<file path="config.mk">
export PLATFORM = sky130hd
export DESIGN_NAME = pipelined_func_unit
export DESIGN_NICKNAME = d
export VERILOG_FILES = /design/src/rtl/fu_pkg.sv /design/src/rtl/fu_alu_core.sv /design/src/rtl/pipelined_func_unit.sv
export SDC_FILE = /design/constraint.sdc
export NUM_CORES = 1
export LEC_CHECK = 0
export BUFFER_PORTS_ARGS = -buffer_cell sky130_fd_sc_hd__buf_2
export CAP_MARGIN = 20
export CORE_MARGIN = 3
export CORE_UTILIZATION = 40
export CTS_CLUSTER_SIZE = 14
export DETAILED_ROUTE_END_ITERATION = 16
export PLACE_DENSITY_LB_ADDON = 0.05
export SLEW_MARGIN = 20
export SYNTH_ARGS = -nofsm -noshare
export SYNTH_HDL_FRONTEND = slang
export SYNTH_SLANG_ARGS = --single-unit
</file>
<file path="constraint.sdc">
create_clock -name clock -period 5.8 [get_ports clock]
set_input_delay 0.29 -clock clock [delete_from_list [all_inputs] [get_ports clock]]
set_output_delay 0.29 -clock clock [all_outputs]
set_load 0.005 [all_outputs]
</file>
<file path="src/rtl/fu_pkg.sv">
// Shared opcodes, FSM encoding and default widths
// for the pipelined functional unit.
package fu_pkg;

  localparam int FU_WIDTH = 16;
  localparam int FU_TAG_W = 3;

  typedef enum logic [3:0] {
    OP_ADD = 4'h0,
    OP_SUB = 4'h1,
    OP_AND = 4'h2,
    OP_OR  = 4'h3,
    OP_XOR = 4'h4,
    OP_SLT = 4'h5,
    OP_SHL = 4'h6,
    OP_SHR = 4'h7,
    OP_MUL = 4'h8
  } op_e;

  typedef enum logic [1:0] {
    S_IDLE = 2'd0,
    S_BUSY = 2'd1,
    S_DONE = 2'd2
  } state_e;

endpackage

</file>
<file path="src/rtl/fu_alu_core.sv">
// Single-cycle combinational ALU ops; MUL is handled
// by the parent, undefined opcodes raise err.
module fu_alu_core
  import fu_pkg::*;
#(
  parameter int WIDTH = FU_WIDTH
) (
  input  logic [3:0]       op,
  input  logic [WIDTH-1:0] a,
  input  logic [WIDTH-1:0] b,
  output logic [WIDTH-1:0] res,
  output logic             err
);

  logic lt;

  assign lt = $signed(a) < $signed(b);

  always_comb begin
    res = '0;
    err = 1'b0;
    case (op)
      OP_ADD:  res = a + b;
      OP_SUB:  res = a - b;
      OP_AND:  res = a & b;
      OP_OR:   res = a | b;
      OP_XOR:  res = a ^ b;
      OP_SLT:  res = {{(WIDTH-1){1'b0}}, lt};
      OP_SHL:  res = a << b[3:0];
      OP_SHR:  res = a >> b[3:0];
      OP_MUL:  res = '0;
      default: err = 1'b1;
    endcase
  end

endmodule

</file>
<file path="src/rtl/pipelined_func_unit.sv">
// Reservation-station functional unit: ALU ops finish
// in one cycle, MUL in MUL_LAT, results held for CDB.
module pipelined_func_unit
  import fu_pkg::*;
#(
  parameter int WIDTH   = FU_WIDTH,
  parameter int TAG_W   = FU_TAG_W,
  parameter int MUL_LAT = 3
) (
  input  logic             clock,
  input  logic             reset,
  input  logic             flush,
  input  logic             issue_valid,
  output logic             issue_ready,
  input  logic [3:0]       op,
  input  logic [TAG_W-1:0] tag_in,
  input  logic [WIDTH-1:0] opa,
  input  logic [WIDTH-1:0] opb,
  output logic             cdb_valid,
  input  logic             cdb_ready,
  output logic [TAG_W-1:0] cdb_tag,
  output logic [WIDTH-1:0] cdb_data,
  output logic             cdb_err,
  output logic [15:0]      done_count
);

  // One BUSY cycle per count value, down to zero
  localparam logic [3:0] CNT_INIT = 4'(MUL_LAT - 2);

  state_e           state;
  state_e           state_nx;
  logic [3:0]       cnt;
  logic [WIDTH-1:0] opa_q;
  logic [WIDTH-1:0] opb_q;
  logic [WIDTH-1:0] alu_res;
  logic [WIDTH-1:0] mul_res;
  logic             alu_err;
  logic             accept;
  logic             is_mul;
  logic             hs;

  fu_alu_core #(
    .WIDTH(WIDTH)
  ) u_alu (
    .op (op),
    .a  (opa),
    .b  (opb),
    .res(alu_res),
    .err(alu_err)
  );

  assign is_mul    = op == OP_MUL;
  assign cdb_valid = state == S_DONE;
  assign mul_res   = opa_q * opb_q;

  assign issue_ready = !reset && !flush &&
    ((state == S_IDLE) ||
     (state == S_DONE && cdb_ready));

  assign accept = issue_valid && issue_ready;
  assign hs     = cdb_valid && cdb_ready && !flush;

  always_ff @(posedge clock) begin
    if (reset) state <= S_IDLE;
    else       state <= state_nx;
  end

  always_comb begin
    state_nx = state;
    if (flush) begin
      state_nx = S_IDLE;
    end else begin
      case (state)
        S_IDLE: begin
          if (accept)
            state_nx = is_mul ? S_BUSY : S_DONE;
        end
        S_BUSY: begin
          if (cnt == 4'd0) state_nx = S_DONE;
        end
        S_DONE: begin
          if (accept)
            state_nx = is_mul ? S_BUSY : S_DONE;
          else if (cdb_ready)
            state_nx = S_IDLE;
        end
        default: state_nx = S_IDLE;
      endcase
    end
  end

  always_ff @(posedge clock) begin
    if (reset) begin
      cnt        <= '0;
      opa_q      <= '0;
      opb_q      <= '0;
      cdb_tag    <= '0;
      cdb_data   <= '0;
      cdb_err    <= 1'b0;
      done_count <= '0;
    end else begin
      if (hs) done_count <= done_count + 16'd1;
      if (accept) begin
        cdb_tag  <= tag_in;
        cdb_data <= alu_res;
        cdb_err  <= alu_err;
        opa_q    <= opa;
        opb_q    <= opb;
        cnt      <= is_mul ? CNT_INIT : 4'd0;
      end else if (state == S_BUSY && !flush) begin
        if (cnt == 4'd0) cdb_data <= mul_res;
        else             cnt      <= cnt - 4'd1;
      end
    end
  end

endmodule

</file>
Word-level counts from Yosys, hierarchy flattened
Index checks and enable logic that the tools add are counted.

word-level totals
  register bits = 74
  latch bits = 0
  RAM bits = 0
  memory bits (read-only) = 0
  word-level logic and storage cells = 67
  memories kept = 0

cells by class
  add/subtract/negate cells = 4
  multiply operators = 1
  div/mod/pow operators = 0
  magnitude comparators = 1
  eq/ne operators = 14
  shifts and indexed selects = 2
  mux-type cells = 15
  bitwise logic cells = 3
  reduce and logical (&&, ||, !) cells = 19

operators by type and width
  cell                                                             count
  16-bit case mux with 8 select lines                              1
  16-bit two-way mux                                               3
  16-bit by 1-bit adder with 16-bit output, second input constant  1
  16-bit adder                                                     1
  16-bit bitwise AND                                               1
  4-bit by 3-bit == test with 1-bit output, second input constant  4
  16-bit < comparator                                              1
  16-bit by 16-bit multiplier with 16-bit output                   1
  16-bit OR                                                        1
  16-bit by 4-bit left shift with 16-bit output                    1
  16-bit by 4-bit right shift with 16-bit output                   1
  16-bit subtractor                                                1
  16-bit bitwise XOR                                               1
  4-bit two-way mux                                                3
  2-bit two-way mux                                                5
  9-bit OR reduction                                               1
  4-bit by 2-bit == test with 1-bit output, second input constant  2
  4-bit zero test                                                  2
  1-bit logical AND                                                6
  2-bit inequality test, second input constant                     3
  2-bit case mux with 3 select lines                               1
  4-bit by 1-bit == test with 1-bit output, second input constant  1
  4-bit == test, second input constant                             1
  2-bit AND reduction                                              2
  11 further kinds                                                 14

Depth between registers and ports, before layout
Gate-level depths: netlist of run 1.

  depth in word-level cells = 7
  mapped depth = 21
  gate-level depth less buffers = 20

Cells and area by module
From an unflattened synthesis of run 1, not the netlist that was laid out.

second synthesis, totals
  cell total of the unflattened synthesis = 1361
  area total of the unflattened synthesis = 10695.3 um^2

modules (own cells, without submodules)
  module               times used  cells an instance  area each (um^2)
  pipelined_func_unit  1           816                6892.9
  fu_alu_core          1           545                3802.4

Least setup slack after synthesis of run 1
OpenSTA, ideal clock, no wires.

  path kind = register to register
  start point = register opb_q[1]
  end point = register cdb_data[15]
  setup time = 0.129 ns
  arrival = 5.084 ns
  path slack = 0.588 ns
  cell stages (with the launch flop) = 20
  path buffers = 1
  clock period less this slack = 5.212 ns
  cell sequence = dfxtp_1 > clkbuf_1 > nand2_1 > fa_1 > fa_1 > fa_1 > fa_1 > inv_1 > fa_1 > inv_1 > fa_1 > inv_1 > ha_1 > and3_1 > o211ai_1 > nand3_1 > o41ai_1 > xnor2_1 > mux2i_1 > o22ai_1

on the way
  word-level cells in the longest chain between the ends = 4

ends and longest elaborated chain
  item                                            RTL line                    source
  from (decl)                                     pipelined_func_unit.sv:34   logic [WIDTH-1:0] opb_q;
  from (signal assigned)                          pipelined_func_unit.sv:108  opb_q <= opb;
  16-bit by 16-bit multiplier with 16-bit output  pipelined_func_unit.sv:54   assign mul_res = opa_q * opb_q;
  16-bit two-way mux                              pipelined_func_unit.sv:111  if (cnt == 4'd0) cdb_data <= mul_res;
  16-bit two-way mux                              pipelined_func_unit.sv:110  end else if (state == S_BUSY && !flush) begin
  16-bit two-way mux                              pipelined_func_unit.sv:103  if (accept) begin
  to (signal assigned)                            pipelined_func_unit.sv:105  cdb_data <= alu_res;
  to (signal assigned)                            pipelined_func_unit.sv:111
  to (decl)                                       pipelined_func_unit.sv:22   output logic [WIDTH-1:0] cdb_data,

No other way between the ends. The select of a mux whose other input is x is not followed.
A chain may end at the register's enable or synchronous reset.

Final worst setup path of run 1
Same ends and word-level chain as after synthesis.

==> results of run 1 <==
-- registers in the layout, indices dropped and copies added, names as in the netlist --
signal,count
done_count,16
opb_q,16
state,2
cdb_err,1
cnt,4
cdb_tag,3
cdb_data,16
opa_q,16
-- synthesized netlist by cell type, types with 5 or more instances --
master    count
a211oi_1     24
a21o_1        8
a21oi_1      63
a221oi_1      9
a22oi_1      12
a31oi_1       5
and2_1       75
buf_2        18
clkbuf_1     45
dfxtp_1      74
fa_1         82
ha_1        100
inv_1       163
mux2_2       10
mux2i_1      21
mux4_2       13
nand2_1     152
nand2b_1     40
nand3_1      13
nand3b_1      5
nand4_1       8
nor2_1       99
nor2b_1       6
nor3_1       26
o211ai_1      7
o21ai_0      60
o21bai_1      8
o221ai_1      8
o22ai_1       9
o31ai_1       9
or3_1         5
xnor2_1      35
xor2_1       24
-- through the flow --
step	setup slack, ps	hold WS [ps]	total power [mW]
floorplan	588	399	0.895
global placement	165	445	1.07
detailed placement	81.7	446	1.07
CTS	56.2	131	1.69
global route	21.9	157	1.76
finish	304	144	1.67
-- how the worst max path moves through the flow --
stage | to | slack, ps
2_1_floorplan | cdb_data[15]$_SDFFE_PP0P_ | 590
3_3_place_gp | cdb_data[12]$_SDFFE_PP0P_ | 160
3_5_place_dp | cdb_data[15]$_SDFFE_PP0P_ | 80
4_1_cts | cdb_data[15]$_SDFFE_PP0P_ | 60
5_1_grt | cdb_data[14]$_SDFFE_PP0P_ | 20
6_report | cdb_data[15]$_SDFFE_PP0P_ | 300
-- cell families (layout without fill, tap and decap cells) --
family | count (synthesis) | count (layout)
simple gates | 465 | 465
xor+xnor | 60 | 60
flops | 74 | 74
mux | 44 | 44
compound gates | 267 | 267
buf+inv | 237 | 283
fa+ha+maj | 182 | 182
-- per-layer routing --
metal / global-route usage (%) / part of all wire, % / vias up / wire length (um)
met5: 0 / 0.037 / - / 13
met4: 5.73 / 1.8 / 2 / 632
met3: 5.42 / 6.8 / 42 / 2390
met2: 38.7 / 45 / 304 / 16000
met1: 35.1 / 46 / 4659 / 16200
li1: - / - / 4552 / -
-- cell type report --
cell class                      count  area share (%)
Inverter                          164            5.32
Clock buffer                        9            1.95
Sequential cell                    74            12.8
Clock inverter                      7           0.714
Tap cell                          330            3.57
Timing Repair Buffer              103            4.93
Multi-Input combinational cell   1018            70.7
-- report_power, final --
part,switching [mW],total (mW),leakage (nW),internal [mW]
Sequential,0.0358,0.562,0.602,0.526
Combinational,0.316,0.505,4.46,0.189
Clock,0.259,0.600,0.145,0.342
-- worst reg2reg max path: cells and delay by family, from the launching register on --
| kind | cells | cell delay [ps] |
|---|---|---|
| XOR/XNOR | 1 | 120 |
| flip-flops | 1 | 410 |
| buffers and inverters | 5 | 400 |
| AO/OA/AOI/OAI | 3 | 610 |
| AND/OR/NAND/NOR | 3 | 720 |
| multiplexers | 1 | 170 |
| adder cells (fa/ha/maj) | 7 | 2930 |
-- what timing repair did --
| item | CTS | global route |
|---|---|---|
| setup buffers | 0 | 0 |
| hold buffers | 0 | 0 |
| endpoints found under the setup margin | 0 | 3 |
| resized for setup | 0 | 2 |
==> impl_metrics.tcl, run 1 <==
set metrics [dict create \
    status "completed" \
    cp_slowest_cell "fa_1" \
    die-area_um2 28500 \
    rr_startpoint "opb_q[1]$_SDFFE_PP0P_" \
    syn-num-nets 1555 \
    synth_fa_ha_area_share_pct 27.3 \
    fin_worst_skew_ps 17.5 \
    area_growth_pct 9.25 \
    ys_seq_area_share_pct 14.0 \
    grt_usage_pct 24.8 \
    fill_cells 2595 \
    gp_congestion 0.941 \
    synthSimpleGateAreaFrac_pct 22.0 \
    crit_buf_inv 5 \
    slew_headroom_pct 31.3 \
    hold_start "tag_in[2]" \
    final_cell_mix "inv_1, nand2_1, ha_1" \
    core-area_um2 25600 \
    synth_seq_cells 74 \
    cp_max_fo 9 \
    via_per_inst 5.61 \
    gr-total-overflow 0 \
    max_stage_delay_ps 540 \
    regArea_um2 1480 \
    path_clk_slew_ps 70 \
    grt_pass1_wl_um 55000 \
    multi_input_area_um2 8180 \
    drt_iter0_drc 744 \
    dr_total_vias 9559 \
    h-tree-depth 3 \
    crit_family "adder cells" \
    layout_commonest_cell "inv_1" \
    post_dp_cell_area_um2 11300 \
    end_kind "register" \
    fin_crit_sh_pct 94.8 \
    cp-start-kind "register" \
    dieWidth_um 169 \
    yosysUniqueCellTypes 79 \
    power_density_nw_per_um2 144 \
    clock_latency_ps 340 \
    path_depth 20 \
    vdd_ir_drop_max_v 0.000128 \
    ios 82 \
    worst-setup-path-type "reg2reg" \
    ys_top_cells_by_area "fa_1, dfxtp_1, ha_1, inv_1, nand2_1" \
    leakage_nw 5.21 \
    reg2reg_depth 20 \
    clock_sinks 74 \
    antenna_found_initial 1 \
    grt_pass1_vias 9406 \
    hold_path_end "cdb_tag[2]$_SDFFE_PP0P_" \
    drive_above_1_share_pct 11.9 \
    postSynth.asyncResetShare_pct 0 \
    tightest_slew_ps 1030 \
    r2r-end "cdb_data[15]$_SDFFE_PP0P_" \
    ys.warnings.count 0 \
    min_path_cells 3 \
    slew_violations 0 \
    synth_top_flop_cell "dfxtp_1" \
    rsz0062_at_grt "no" \
    fin_area_um2 11600 \
    netlist_instances 1329 \
    synth_mux_area_share_pct 5.81 \
    grt_max_degree 69 \
    antenna_cells 0 \
    worstPathRequired_ps 6000 \
    postLayoutCoreUtil_pct 45.2 \
    reg2reg_slack_ps 300 \
    wl_per_cell_um 20.7 \
    cts_max_path_buffers 2 \
    cp_cell_sequence "buf_4 -> and2_1 -> fa_1 -> inv_1 -> fa_1 -> inv_1 -> ha_1 -> fa_1 -> fa_1 -> inv_1 -> fa_1 -> inv_1 -> ha_1 -> or3_1 -> o211ai_1 -> nand3_1 -> o41ai_2 -> xnor2_1 -> mux2i_1 -> o22ai_1" \
    numCtsBuffers 9 \
    netlist_area_um2 10600 \
    synth_top_family_by_area "adder cells" \
    stdcell_count 1705 \
    synth_area_leader_cell "fa_1" \
    min_period_ps 5500 \
    synth_edf_count 0 \
    synth.top_cell.area_share_pct 15.5 \
    start_util_pct 41.4 \
    dr.pass1.iters 5 \
    dp_hpwl_um 27400 \
    synth-xor-area-share_pct 5.09 \
    fmax_mhz 182 \
    io_buffer_count 81 \
    synth_area_per_cell_um2 7.97 \
    finalSetupViolCount 0 \
    routed_wl_um 35300 \
    fin_setup_tns_ps 0 \
    final_hold_viol_count 0 \
    root_buffer "clkbuf_16" \
    drc 0 \
    startpoint "opb_q[1]$_SDFFE_PP0P_" \
    cts_tree "yes" \
    die_y_um 169 \
    max_cap_viol_count 0 \
    synth_compound_area_share_pct 16.8 \
    hold_path_class "in2reg" \
    dp_cells 1689 \
    rows 58 \
    fin_nets 1596 \
    ant_nets 0 \
    critPathMostFrequentCell "fa_1" \
    crit_arrival_ps 5700 \
]
(Power assumes the default switching activity.)
==> run 2: changes to the inputs <==
TNS_END_PERCENT = 1   (was default)
clock period = 5.1 ns   (was 5.8 ns; I/O delays follow)
==> impl_metrics.tcl, run 2 (synthesized netlist as in run 1, its figures left out) <==
set metrics [dict create \
    critPathMostFrequentCell "fa_1" \
    drc 0 \
    cp_slowest_cell "fa_1" \
    path_depth 19 \
    path_clk_slew_ps 70 \
    start_util_pct 41.4 \
    cts_tree "yes" \
    fin_worst_skew_ps 21.3 \
    reg2reg_depth 19 \
    via_per_inst 5.58 \
    die_y_um 169 \
    grt_pass1_vias 9864 \
    hold_path_class "in2reg" \
    worstPathRequired_ps 5310 \
    max_cap_viol_count 0 \
    core-area_um2 25600 \
    layout_commonest_cell "inv_1" \
    max_stage_delay_ps 540 \
    crit_arrival_ps 5490 \
    end_kind "register" \
    fin_crit_sh_pct 103 \
    grt_usage_pct 25.4 \
    crit_family "adder cells" \
    violations "negative setup slack" \
    reg2reg_slack_ps -180 \
    routed_wl_um 36200 \
    area_growth_pct 16.0 \
    cp_cell_sequence "buf_4 -> and2_1 -> fa_1 -> inv_1 -> fa_1 -> inv_1 -> fa_1 -> fa_1 -> inv_1 -> fa_1 -> fa_2 -> xor2_1 -> xnor2_1 -> xnor2_1 -> xnor2_1 -> xnor3_1 -> xnor2_2 -> mux2i_1 -> o22ai_1" \
    drt_iter0_drc 712 \
    root_buffer "clkbuf_16" \
    io_buffer_count 81 \
    fill_cells 2612 \
    gr-total-overflow 0 \
    grt_pass1_wl_um 56900 \
    power_density_nw_per_um2 159 \
    ant_nets 0 \
    r2r-end "cdb_data[15]$_SDFFE_PP0P_" \
    rsz0062_at_grt "yes" \
    fmax_mhz 190 \
    postLayoutCoreUtil_pct 48.0 \
    ios 82 \
    setup_ws_ps -177 \
    finalSetupViolCount 2 \
    antenna_cells 0 \
    status "complete, but fails checks" \
    vdd_ir_drop_max_v 0.000156 \
    slew_headroom_pct 25.0 \
    cp_max_fo 8 \
    die-area_um2 28500 \
    drive_above_1_share_pct 19.0 \
    clock_sinks 74 \
    rows 58 \
    slew_violations 0 \
    dieWidth_um 169 \
    holdBufCountCts 0 \
    dr.pass1.iters 5 \
    final_cell_mix "inv_1, nand2_1, nor2_1" \
    min_period_ps 5280 \
    cp-endpoint "cdb_data[15]$_SDFFE_PP0P_" \
    clock_latency_ps 350 \
    cts_max_path_buffers 2 \
    crit_buf_inv 4 \
    final_hold_viol_count 0 \
    cp-start-kind "register" \
    numCtsBuffers 9 \
    power_mw 1.96 \
    rr_startpoint "opb_q[1]$_SDFFE_PP0P_" \
    tightest_slew_ps 1120 \
    leakage_nw 5.57 \
    startpoint "opb_q[1]$_SDFFE_PP0P_" \
    h-tree-depth 3 \
    dp_hpwl_um 28400 \
    gp_congestion 0.925 \
    grt_max_degree 68 \
    dr_total_vias 9873 \
    antenna_found_initial 0 \
    worst-setup-path-type "reg2reg" \
    wl_per_cell_um 20.5 \
    min_path_cells 3 \
    fin_nets 1660 \
]
-- run 2: power breakdown --
part | switching, mW | internal [mW]
combinational | 0.387 | 0.260
sequential | 0.0298 | 0.597
clock | 0.298 | 0.388
-- run 2: routing by layer --
metal	track usage, %	wire length, um	up-vias
met1	37.1	17400	4843
li1	-	-	4682
met5	0	0	-
met4	5.30	566	0
met2	40.6	16500	305
met3	3.06	1800	43
-- run 2: layout make-up --
class	count	area, um^2	area share [%]
Sequential cell	74	1530	12.4
Clock inverter	7	82.6	0.672
Clock buffer	9	225	1.83
Tap cell	330	413	3.36
Multi-Input combinational cell	1018	8320	67.7
Inverter	164	616	5.01
Timing Repair Buffer	167	1100	8.97
-- run 2: worst min-delay path, cell delays in order --
cell and delay [ps]:
buf_2 70, nand2_1 30, o21ai_0 60
-- run 2: worst min-delay path by stage --
stage | start | to | slack [ps]
after CTS | tag_in[2] | cdb_tag[2]$_SDFFE_PP0P_ | 100
after detailed placement | cdb_tag[0]$_SDFFE_PP0P_ | cdb_tag[0]$_SDFFE_PP0P_ | 450
after global routing | tag_in[2] | cdb_tag[2]$_SDFFE_PP0P_ | 130
after global placement | cdb_tag[1]$_SDFFE_PP0P_ | cdb_tag[1]$_SDFFE_PP0P_ | 440
final | tag_in[2] | cdb_tag[2]$_SDFFE_PP0P_ | 110
after floorplan | tag_in[2] | cdb_tag[2]$_SDFFE_PP0P_ | 360
-- run 2: through the flow --
stage	std cells	instance area, um^2	setup TNS (ps)	hold slack, ps	setup slack, ps
floorplan	1329	10600	0	364	43.0
global placement	1749	11800	-509	440	-204
detailed placement	1749	11800	-800	448	-287
CTS	1765	12100	-271	104	-208
global route	1769	12300	-1110	132	-446
finish	1769	12300	-229	112	-177
-- run 2: repair_timing --
item                                    in CTS  in global routing
endpoints found under the setup margin       5                  6
resized for setup                           17                 42
setup buffers                                0                  4
pin swaps                                    1                 20
==> run 3: changes to the inputs <==
CORE_UTILIZATION = 35   (was 40)
==> impl_metrics.tcl, run 3 (synthesized netlist as in run 1, its figures left out) <==
set metrics [dict create \
    critPathMostFrequentCell "fa_1" \
    fin_worst_skew_ps 11.2 \
    gp_congestion 0.930 \
    antenna_found_initial 0 \
    rr_startpoint "opb_q[1]$_SDFFE_PP0P_" \
    multi_input_area_um2 8220 \
    max_cap_viol_count 0 \
    cts_tree "yes" \
    cp_max_fo 6 \
    regArea_um2 1500 \
    power_density_nw_per_um2 162 \
    cts_max_path_buffers 2 \
    final_hold_viol_count 0 \
    antenna_cells 0 \
    io_buffer_count 81 \
    slew_headroom_pct 44.7 \
    rows 63 \
    ant_nets 0 \
    rsz0062_at_grt "yes" \
    reg2reg_slack_ps -200 \
    drive_above_1_share_pct 16.9 \
    cp-endpoint "cdb_data[15]$_SDFFE_PP0P_" \
    fin_crit_sh_pct 104 \
    layout_commonest_cell "inv_1" \
    fin_area_um2 12200 \
    clock_latency_ps 350 \
    crit_arrival_ps 5520 \
    dieWidth_um 180 \
    hold_start "tag_in[0]" \
    slew_violations 0 \
    root_buffer "clkbuf_16" \
    setup_ws_ps -205 \
    post_dp_cell_area_um2 11800 \
    drt_iter0_drc 614 \
    finalSetupViolCount 3 \
    core-area_um2 29700 \
    fin_nets 1657 \
    cp-start-kind "register" \
    wl_per_cell_um 19.7 \
    gr-total-overflow 0 \
    dp_hpwl_um 29100 \
    start_util_pct 35.6 \
    ios 82 \
    grt_usage_pct 22.4 \
    startpoint "opb_q[1]$_SDFFE_PP0P_" \
    cp_cell_sequence "buf_4 -> and2_1 -> fa_1 -> inv_1 -> fa_1 -> inv_1 -> ha_1 -> fa_1 -> fa_1 -> inv_1 -> fa_1 -> inv_1 -> ha_1 -> or3_4 -> o211ai_1 -> nand3_1 -> o41ai_2 -> buf_4 -> xnor2_1 -> mux2i_1 -> o22ai_1" \
    vdd_ir_drop_max_v 0.000153 \
    tightest_slew_ps 824 \
    min_period_ps 5300 \
    max_stage_delay_ps 550 \
    violations "negative setup slack" \
    holdBufCountCts 0 \
    final_cell_mix "inv_1, nand2_1, nor2_1" \
    fmax_mhz 189 \
    grt_max_degree 63 \
    worst-setup-path-type "reg2reg" \
    worstPathRequired_ps 5320 \
    die_y_um 180 \
    die-area_um2 32400 \
    postLayoutCoreUtil_pct 41.1 \
    area_growth_pct 15.4 \
    hold_path_class "in2reg" \
    path_clk_slew_ps 70 \
    status "complete, but fails checks" \
    r2r-end "cdb_data[15]$_SDFFE_PP0P_" \
    numCtsBuffers 9 \
    via_per_inst 5.31 \
    dr_total_vias 9687 \
    leakage_nw 5.56 \
    fill_cells 3130 \
    grt_pass1_vias 9801 \
    dr.pass1.iters 5 \
    drc 0 \
    cp_slowest_cell "fa_1" \
    clock_sinks 74 \
    h-tree-depth 3 \
    reg2reg_depth 21 \
    end_kind "register" \
    routed_wl_um 36000 \
    grt_pass1_wl_um 57400 \
]
## run 3: worst max-delay path, delay by kind of cell (launching register included)
| kind | cells | cell delay, ps |
|---|---|---|
| adder cells (fa/ha/maj) | 7 | 2900 |
| AND/OR/NAND/NOR | 3 | 690 |
| buffers and inverters | 6 | 520 |
| AO/OA/AOI/OAI | 3 | 500 |
| flip-flops | 1 | 350 |
| multiplexers | 1 | 150 |
| XOR/XNOR | 1 | 70 |
## run 3: stage by stage
stage	power (mW)	TNS, ps	cells	worst slack (ps)	hold WS (ps)
finish	1.98	-407	1826	-205	138
global route	2.10	-1540	1826	-413	142
CTS	2.00	-597	1826	-241	125
detailed placement	1.27	-1020	1810	-331	448
global placement	1.27	-667	1810	-276	440
floorplan	1.02	0	1329	43.0	364
## run 3: worst min-delay path by stage
stage,to,slack (ps),depth (start not counted)
CTS,cdb_tag[0]$_SDFFE_PP0P_,120,3
finish,cdb_tag[0]$_SDFFE_PP0P_,140,3
floorplan,cdb_tag[2]$_SDFFE_PP0P_,360,2
global route,cdb_tag[1]$_SDFFE_PP0P_,140,3
global placement,cdb_tag[1]$_SDFFE_PP0P_,440,2
detailed placement,cdb_tag[1]$_SDFFE_PP0P_,450,2
## run 3: layout make-up
cell class / count / share of cell area, %
Clock buffer: 9 / 1.84
Clock inverter: 7 / 0.881
Inverter: 164 / 5.04
Multi-Input combinational cell: 1018 / 67.3
Sequential cell: 74 / 12.2
Tap cell: 390 / 3.99
Timing Repair Buffer: 164 / 8.72
## run 3: metal layers
layer / track usage [%] / vias up / wire length [um] / share of wire [%]
li1: - / 4672 / - / -
met1: 32.2 / 4717 / 17200 / 48
met2: 35.7 / 258 / 16300 / 45
met3: 2.99 / 40 / 1830 / 5.1
met4: 5.29 / 0 / 665 / 1.8
met5: 0 / - / 0 / 0
## run 3: what timing repair did
action / CTS / global route
hold endpoints to repair: 0 / 0
setup endpoints to repair: 6 / 7
gates resized for setup: 11 / 11
buffers inserted: 0 / 0
pin swaps: 4 / 5
## run 3: power by group
| group | switching (mW) | internal, mW | leakage, nW |
|---|---|---|---|
| registers | 0.0256 | 0.600 | 0.607 |
| logic | 0.387 | 0.252 | 4.80 |
| clock network | 0.281 | 0.439 | 0.160 |
| total | 0.694 | 1.29 | 5.56 |
